<file path="src/rtl/count_seq_monitor.sv">
// Sequence monitor for the 3-bit binary/gray mode counter: checks each step,
// decodes the value for a 7-segment digit and reports lock/wrap/error status.
module count_seq_monitor #(
    parameter int LOCK_LEN    = 8,
    parameter int ERR_W       = 8,
    parameter bit SEG_ACT_LOW = 1'b1
) (
    input  logic             CLOCK,
    input  logic             nRESET,
    input  logic             M,
    input  logic [2:0]       COUNT,
    output logic [2:0]       BIN,
    output logic [6:0]       SEG,
    output logic             VALID,
    output logic             LOCKED,
    output logic             WRAP,
    output logic             ERR,
    output logic [ERR_W-1:0] ERR_CNT
);

    typedef enum logic [1:0] {S_INIT, S_ACQ, S_LOCK} state_t;

    localparam logic [3:0]       LOCK_LEN_C = 4'(LOCK_LEN);
    localparam logic [ERR_W-1:0] ERR_ONE    = ERR_W'(1);
    localparam logic [ERR_W-1:0] ERR_MAX    = {ERR_W{1'b1}};
    localparam logic [6:0]       SEG_BLANK  = SEG_ACT_LOW ? 7'h7F : 7'h00;

    state_t           state_r, state_s;
    logic [2:0]       p_cnt_r;
    logic             p_m_r;
    logic [3:0]       run_r, run_s, run_inc_s;
    logic             smp_vld_r, vld_s;
    logic             locked_s, wrap_s, err_s, legal_s;
    logic [ERR_W-1:0] errcnt_s;
    logic [2:0]       bin_s;
    logic [6:0]       seg_s;

    function automatic logic [2:0] succ(input logic [2:0] x, input logic m);
        logic [2:0] r;
        if (!m) begin
            r = x + 3'd1;
        end else begin
            case (x)
                3'b000:  r = 3'b001;
                3'b001:  r = 3'b011;
                3'b011:  r = 3'b010;
                3'b010:  r = 3'b110;
                3'b110:  r = 3'b111;
                3'b111:  r = 3'b101;
                3'b101:  r = 3'b100;
                3'b100:  r = 3'b000;
                default: r = 3'b000;
            endcase
        end
        return r;
    endfunction

    function automatic logic [2:0] gray2bin(input logic [2:0] g);
        return {g[2], g[2] ^ g[1], g[2] ^ g[1] ^ g[0]};
    endfunction

    function automatic logic [6:0] seg_map(input logic [2:0] b);
        logic [6:0] s;
        case (b)
            3'd0:    s = 7'h3F;
            3'd1:    s = 7'h06;
            3'd2:    s = 7'h5B;
            3'd3:    s = 7'h4F;
            3'd4:    s = 7'h66;
            3'd5:    s = 7'h6D;
            3'd6:    s = 7'h7D;
            3'd7:    s = 7'h07;
            default: s = 7'h00;
        endcase
        return SEG_ACT_LOW ? ~s : s;
    endfunction

    function automatic logic [ERR_W-1:0] sat_inc(input logic [ERR_W-1:0] v);
        logic [ERR_W-1:0] r;
        if (v == ERR_MAX) begin
            r = v;
        end else begin
            r = v + ERR_ONE;
        end
        return r;
    endfunction

    // Decode of the previously captured sample; feeds the registered display stage.
    always_comb begin
        bin_s = 3'd0;
        if (p_m_r) begin
            bin_s = gray2bin(p_cnt_r);
        end else begin
            bin_s = p_cnt_r;
        end
        seg_s = seg_map(bin_s);
    end

    // Step check and next-state logic; the step is judged against the mode captured with the older sample.
    always_comb begin
        state_s   = state_r;
        run_s     = run_r;
        run_inc_s = run_r + 4'd1;
        locked_s  = LOCKED;
        wrap_s    = 1'b0;
        err_s     = 1'b0;
        errcnt_s  = ERR_CNT;
        vld_s     = smp_vld_r;
        legal_s   = (COUNT == succ(p_cnt_r, p_m_r));
        case (state_r)
            S_INIT: begin
                state_s = S_ACQ;
                run_s   = 4'd0;
                vld_s   = 1'b1;
            end
            S_ACQ: begin
                if (legal_s) begin
                    run_s  = run_inc_s;
                    wrap_s = (COUNT == 3'd0);
                    if (run_inc_s == LOCK_LEN_C) begin
                        state_s  = S_LOCK;
                        locked_s = 1'b1;
                    end else begin
                        state_s  = S_ACQ;
                    end
                end else begin
                    err_s    = 1'b1;
                    run_s    = 4'd0;
                    errcnt_s = sat_inc(ERR_CNT);
                end
            end
            S_LOCK: begin
                if (legal_s) begin
                    wrap_s = (COUNT == 3'd0);
                end else begin
                    err_s    = 1'b1;
                    run_s    = 4'd0;
                    locked_s = 1'b0;
                    state_s  = S_ACQ;
                    errcnt_s = sat_inc(ERR_CNT);
                end
            end
            default: begin
                state_s  = S_INIT;
                run_s    = 4'd0;
                locked_s = 1'b0;
            end
        endcase
    end

    // Negative-edge state and output registers with synchronous active-low reset.
    always_ff @(negedge CLOCK) begin
        if (!nRESET) begin
            state_r   <= S_INIT;
            p_cnt_r   <= 3'd0;
            p_m_r     <= 1'b0;
            run_r     <= 4'd0;
            smp_vld_r <= 1'b0;
            BIN       <= 3'd0;
            SEG       <= SEG_BLANK;
            VALID     <= 1'b0;
            LOCKED    <= 1'b0;
            WRAP      <= 1'b0;
            ERR       <= 1'b0;
            ERR_CNT   <= {ERR_W{1'b0}};
        end else begin
            state_r   <= state_s;
            p_cnt_r   <= COUNT;
            p_m_r     <= M;
            run_r     <= run_s;
            smp_vld_r <= vld_s;
            VALID     <= smp_vld_r;
            LOCKED    <= locked_s;
            WRAP      <= wrap_s;
            ERR       <= err_s;
            ERR_CNT   <= errcnt_s;
            if (smp_vld_r) begin
                BIN <= bin_s;
                SEG <= seg_s;
            end else begin
                BIN <= BIN;
                SEG <= SEG;
            end
        end
    end

endmodule

</file>
<file path="config.mk">
export PLATFORM = sky130hd
export DESIGN_NAME = count_seq_monitor
export DESIGN_NICKNAME = d
export VERILOG_FILES = /design/src/rtl/count_seq_monitor.sv
export SDC_FILE = /design/constraint.sdc
export NUM_CORES = 1
export LEC_CHECK = 0
export ABC_AREA = 1
export CAP_MARGIN = 30
export CORE_MARGIN = 10
export CORE_UTILIZATION = 34
export CTS_CLUSTER_DIAMETER = 40
export CTS_CLUSTER_SIZE = 8
export DETAILED_ROUTE_END_ITERATION = 8
export PLACE_DENSITY_LB_ADDON = 0.12
export SYNTH_ARGS = -nofsm -noshare
export SYNTH_HDL_FRONTEND = slang
export SYNTH_SLANG_ARGS = --single-unit
</file>
<file path="constraint.sdc">
create_clock -name CLOCK -period 1.55 [get_ports CLOCK]
set_input_delay 0.155 -clock CLOCK [delete_from_list [all_inputs] [get_ports CLOCK]]
set_output_delay 0.155 -clock CLOCK [all_outputs]
set_load 0.05 [all_outputs]
</file>
==> results.yml, run 1 <==
run_status:
  status: "complete, but fails checks"
  failed_checks: "setup timing"
finish:
  stdcell_count: 429
  drive_gt1_share_pct: 47.4
  final_cell_mix: "inv_1 (65), nand2_1 (44), buf_4 (37)"
  antenna_cells: 0
  final_common_cell: "inv_1"
  area_growth_pct: 82.3
  final_nets: 377
critical_path:
  worstPathRequired_ns: 1.39
  end_kind: "output pin"
  reg2reg_depth: 12
  r2r_start: "p_cnt_r[1]"
  cp.arrival_ns: 1.62
  crit_family: "flip-flops"
  critPathMaxStageDelay_ns: 0.35
  path_cells: "buf_12"
  startpoint_type: "register"
  path_class: "reg -> out"
  path_buf_inv: 1
  crit_fanout: 2
  r2r_slack_ns: -0.06
  worstReg2RegEnd: "ERR_CNT[0]"
  cp_slowest_cell: "dfxtp_4"
hold_path:
  hold_end: "run_r[3]"
  hp-class: "reg -> reg"
  worstHoldStart: "run_r[3]"
  holdPathStages: 2
floorplan:
  initial_core_util_pct: 35.4
  die_w_um: 93.2
  io_pins: 28
  coreArea_mm2: 0.00514
  die-area_mm2: 0.00869
  die_h_um: 93.2
  core.rowCount: 26
grt:
  grt-ovfl-total: 0
  grt_pass1_vias: 2060
  grt_max_degree: 13
  grt_pass1_wl_mm: 8.47
  track_usage_pct: 11.6
  antenna_found_initial: 0
sta:
  hold_violations: 0
  setup_viol: 35
  fin_skew_ns: 0.0145
  rsz0062_at_grt: "true"
  slew_violations: 0
  slew_headroom_pct: 75.8
  tightestPinTransition_ns: 0.362
  layout_setup_ws_ns: -0.223
logic_synthesis:
  synth-seq-cells: 36
  netlist-cell-type-count: 22
  ys_seq_area_share_pct: 39.6
  syn_avg_cell_area_um2: 7.20
  synth_area_mm2: 0.00182
  synth_cells: 253
  ys_warn_count: 0
  synth_nets: 271
clock_tree:
  cts_sinks: 36
  clk_latency_ns: 0.36
  clk_pin_slew_ns: 0.03
  cts_buffers: 5
  cts_max_level: 2
  cts_tree: "done"
  cts_buffer_depth: 2
  clockRootBuffer: "clkbuf_8"
pwr:
  clkPwrFrac_pct: 27.7
  seqPwrFrac_pct: 29.4
  p_comb_share_pct: 42.9
  power.internal_mw: 2.46
  p_leak_nw: 1.61
  vdd_drop_max_v: 0.000796
  p_per_area_mw_per_mm2: 1260
  p_sw_share_pct: 41.3
  power_switching_mw: 1.73
placement:
  dpl.hpwl_mm: 3.33
  portBuffers: 27
  dp.cells: 372
  post-place-ws_ns: -0.895
  gp_congestion: 0.821
drt:
  drt_pass1_iterations: 4
  via_count: 2019
  wl_per_cell_um: 12.0
  drt_iter0_markers: 49
  detail_route.wirelength_mm: 5.13
  via_per_inst: 4.71
  final_antenna_net_count: 0
  drc: 0
job:
  max_cap_viol_count: 0
==> sequential cells by signal (all words and copies together), names as in the netlist, named ones only <==
signal,count
state_r,2
run_r,4
VALID,1
SEG,7
ERR_CNT,8
ERR,1
p_cnt_r,3
WRAP,1
p_m_r,1
LOCKED,1
smp_vld_r,1
BIN,3
==> stage by stage <==
stage / cell area (µm²) / setup TNS, ns / hold slack (ns) / total power, mW / utilization [%]
2_1_floorplan: 1890 / -1.57 / 0.456 / 2.20 / -
3_3_place_gp: 2650 / -21.84 / 0.470 / 2.85 / 51.5
3_5_place_dp: 2650 / -22.23 / 0.472 / 2.87 / 51.5
4_1_cts: 3090 / -5.83 / 0.476 / 4.11 / 60.2
5_1_grt: 3320 / -6.80 / 0.519 / 4.50 / 64.6
6_report: 3320 / -4.94 / 0.482 / 4.19 / 64.6
==> layer usage <==
metal / wire length (µm) / global-route usage [%] / part of all wire (%) / vias up
met5: 0 / 0 / 0 / -
met4: 83 / 6.04 / 1.6 / 0
met3: 272 / 5.44 / 5.3 / 11
met2: 2570 / 19.2 / 50 / 52
met1: 2200 / 12.1 / 43 / 928
li1: - / - / - / 1028
==> layout make-up <==
| cell class | count | area [µm²] |
|---|---|---|
| fill | 446 | 1820 |
| multi-input combinational | 170 | 1220 |
| timing repair buffer | 69 | 827 |
| sequential | 36 | 766 |
| inverter | 40 | 174 |
| clock inverter | 38 | 169 |
| tap | 70 | 87.6 |
| clock buffer | 5 | 68.8 |
| timing repair inverter | 1 | 7.51 |
==> logic make-up after synthesis <==
logic type	Yosys count	synth area share [%]
XOR/XNOR	7	3.37
flip-flops	36	39.6
AO/OA/AOI/OAI	35	10.3
buffers and inverters	48	10.3
AND/OR/NAND/NOR	115	28.2
adder cells (fa/ha/maj)	12	8.24
==> worst max path at each step <==
stage	cells after the start	slack, ns	to	from
detailed placement	12	-0.89	LOCKED	COUNT[1]
CTS	1	-0.23	ERR_CNT[7]	ERR_CNT[7]
finish	1	-0.22	ERR_CNT[7]	ERR_CNT[7]
floorplan	10	-0.16	LOCKED	COUNT[1]
global placement	12	-0.88	LOCKED	COUNT[1]
global route	1	-0.26	SEG[2]	SEG[2]
==> synthesized netlist by cell type, drive strengths merged <==
cell type  count  area [µm²]
or2            1        6.26
xor2           4        35.0
o21ai          9        45.0
o211ai         2        15.0
a21oi         21         105
nor4           1        6.26
nand2         63         241
xnor2          3        26.3
ha            12         150
nor2          15        63.8
dfxtp         36         721
inv           41         154
nand4          9        56.3
nand3         25         135
clkbuf         6        22.5
buf            1        11.3
o31ai          3        22.5
nor3           1        5.00
==> power by group through the flow <==
stage / registers, mW / clock network, mW / logic, mW
6_report: 1.23 / 1.16 / 1.80
5_1_grt: 1.25 / 1.31 / 1.94
4_1_cts: 1.23 / 1.21 / 1.67
3_5_place_dp: 1.24 / 0.146 / 1.48
3_3_place_gp: 1.24 / 0.146 / 1.47
2_1_floorplan: 1.50 / 0.146 / 0.549
==> repair_timing <==
action                     in CTS  in global routing
setup endpoints to repair      52                 47
buffers inserted                7                  7
pin swaps                      12                 27
cloned                          2                  0
gates resized for setup        60                 53
hold buffers                    0                  0
Note: power is estimated with default switching activity, not from simulation.
==> run 2, diff against run 1 <==
--- a/config.mk
+++ b/config.mk
@@ -7,11 +7,14 @@
 export LEC_CHECK = 0
 export ABC_AREA = 1
 export CAP_MARGIN = 30
+export CELL_PAD_IN_SITES_DETAIL_PLACEMENT = 0
+export CELL_PAD_IN_SITES_GLOBAL_PLACEMENT = 2
 export CORE_MARGIN = 10
-export CORE_UTILIZATION = 34
+export CORE_UTILIZATION = 27
 export CTS_CLUSTER_DIAMETER = 40
 export CTS_CLUSTER_SIZE = 8
 export DETAILED_ROUTE_END_ITERATION = 8
+export MAX_ROUTING_LAYER = met4
 export PLACE_DENSITY_LB_ADDON = 0.12
 export SYNTH_ARGS = -nofsm -noshare
 export SYNTH_HDL_FRONTEND = slang
==> run 2 against run 1 <==
The flow still finishes with violations (setup timing). Hold slack better by 0.0017 ns. Via count shrank 2.0%. Setup slack worse by 0.0067 ns. Power decreased by 4.4%. Non-clock buffer count up 3. Global-route usage is 1.2 points lower. Final cell count rose by 2.6%. Sequential cell count is the same. Clock skew increased by 0.0019 ns. Sequential share of layout area grew 0.061 points. First-iteration DRC count increased by 35%. Count of clock-buffer cells in the layout did not move. Critical endpoint unchanged. Highest routed layer unchanged.
==> results.yml, run 2 (same netlist as run 1, synthesis figures left out) <==
run_status:
  status: "complete, but fails checks"
  failed_checks: "setup timing"
sta:
  slew_headroom_pct: 72.7
  slew_violations: 0
  tightestPinTransition_ns: 0.409
  fin_setup_tns_ns: -5.33
  layout_setup_ws_ns: -0.230
  fin_skew_ns: 0.0164
  whs_ns: 0.483
  rsz0062_at_grt: "true"
  setup_viol: 35
  hold_violations: 0
critical_path:
  path_cells: "buf_12"
  startpoint_type: "register"
  reg2reg_depth: 12
  r2r_slack_ns: -0.06
  critPathMaxStageDelay_ns: 0.35
  crit_fanout: 2
  crit_cells: 1
  cp.arrival_ns: 1.63
  worstPathRequired_ns: 1.39
  path_buf_inv: 1
  crit_family: "flip-flops"
  path_class: "reg -> out"
  cp_slowest_cell: "dfxtp_4"
  end_kind: "output pin"
pwr:
  p_comb_share_pct: 43.9
  p_per_area_mw_per_mm2: 1210
  vdd_drop_max_v: 0.000666
  power.internal_mw: 2.28
  p_leak_nw: 1.63
  clkPwrFrac_pct: 25.3
  seqPwrFrac_pct: 30.8
  power_switching_mw: 1.72
  p_sw_share_pct: 43.0
placement:
  gp_congestion: 0.781
  placed_area_mm2: 0.00268
  dpl.hpwl_mm: 3.49
  portBuffers: 27
  dp.cells: 382
finish:
  stdcell_count: 440
  final_common_cell: "inv_1"
  regArea_um2: 766
  fin_util_pct: 51.3
  multi_input_area_mm2: 0.00121
  final_cell_mix: "inv_1 (64), nand2_1 (50), buf_4 (40)"
  nFillCells: 616
  antenna_cells: 0
  largest_reg_flops: 8
  largest_register: "ERR_CNT"
  area_growth_pct: 81.9
  reg_top3: "ERR_CNT x8, SEG x7, run_r x4"
  postLayoutCellArea_mm2: 0.00331
  drive_gt1_share_pct: 44.4
  final_nets: 380
clock_tree:
  cts_tree: "done"
  cts_sinks: 36
  postCtsHoldBufs: 0
  clockRootBuffer: "clkbuf_8"
  clk_pin_slew_ns: 0.04
  clk_latency_ns: 0.36
  cts_buffers: 5
  cts_buffer_depth: 2
  cts_max_level: 2
drt:
  drt_pass1_iterations: 4
  via_count: 1978
  via_per_inst: 4.50
  drt_iter0_markers: 66
  wl_per_cell_um: 12.1
  detail_route.wirelength_mm: 5.34
  drc: 0
  final_antenna_net_count: 0
grt:
  track_usage_pct: 10.5
  grt_pass1_vias: 2011
  grt-ovfl-total: 0
  grt_pass1_wl_mm: 8.63
  grt_max_degree: 13
  antenna_found_initial: 0
floorplan:
  die_w_um: 102
  coreArea_mm2: 0.00646
  io_pins: 28
  die-area_mm2: 0.0104
  die_h_um: 102
  initial_core_util_pct: 28.2
  core.rowCount: 29
hold_path:
  hp-class: "reg -> reg"
  holdPathStages: 2
job:
  max_cap_viol_count: 0
[run 2: path summary, 6_finish.rpt]
check,start,endpoint
max,ERR_CNT[7],ERR_CNT[7]
max reg2reg,p_cnt_r[0],LOCKED
min,run_r[3],run_r[3]
min reg2reg,run_r[3],run_r[3]
[run 2: layout make-up]
| type | count | share of cell area (%) |
|---|---|---|
| Inverter | 40 | 5.40 |
| Timing Repair inverter | 1 | 0.227 |
| Clock buffer | 5 | 2.08 |
| Timing Repair Buffer | 72 | 25.3 |
| Tap cell | 77 | 2.91 |
| Clock inverter | 39 | 4.46 |
| Multi-Input combinational cell | 170 | 36.5 |
| Sequential cell | 36 | 23.1 |
[run 2: power groups by stage]
stage	clock (mW)	sequential [mW]	combinational [mW]
2_1_floorplan	0.146	1.50	0.549
3_3_place_gp	0.146	1.24	1.51
3_5_place_dp	0.146	1.24	1.52
4_1_cts	1.08	1.23	1.71
5_1_grt	1.18	1.25	1.91
6_report	1.01	1.23	1.76
[run 2: stage by stage]
step	power (mW)	setup slack, ns
after floorplan	2.20	-0.155
after global placement	2.90	-0.911
after detailed placement	2.90	-0.914
after CTS	4.02	-0.248
after global routing	4.33	-0.259
final	4.01	-0.230
[run 2: metal layers]
layer  global-route usage, %  wire length [µm]  vias to the layer above
met5                       -                 0                        -
met4                    4.99                34                        0
met3                    4.79               264                        6
met2                    15.2              2510                       40
met1                    12.0              2540                      903
li1                        -                 -                     1029
[run 2: repair_timing]
| action | 4_1_cts | 5_1_grt |
|---|---|---|
| pin swaps | 20 | 19 |
| gates cloned | 2 | 0 |
| buffers inserted | 6 | 9 |
| endpoints found under the setup margin | 54 | 47 |
| gates resized for setup | 71 | 35 |
==> run 3, diff against run 2 <==
--- a/config.mk
+++ b/config.mk
@@ -11,7 +11,6 @@
 export CELL_PAD_IN_SITES_GLOBAL_PLACEMENT = 2
 export CORE_MARGIN = 10
 export CORE_UTILIZATION = 27
-export CTS_CLUSTER_DIAMETER = 40
 export CTS_CLUSTER_SIZE = 8
 export DETAILED_ROUTE_END_ITERATION = 8
 export MAX_ROUTING_LAYER = met4
==> results of run 3 <==
Final layout, timing and power as in run 2 (identical DEF).
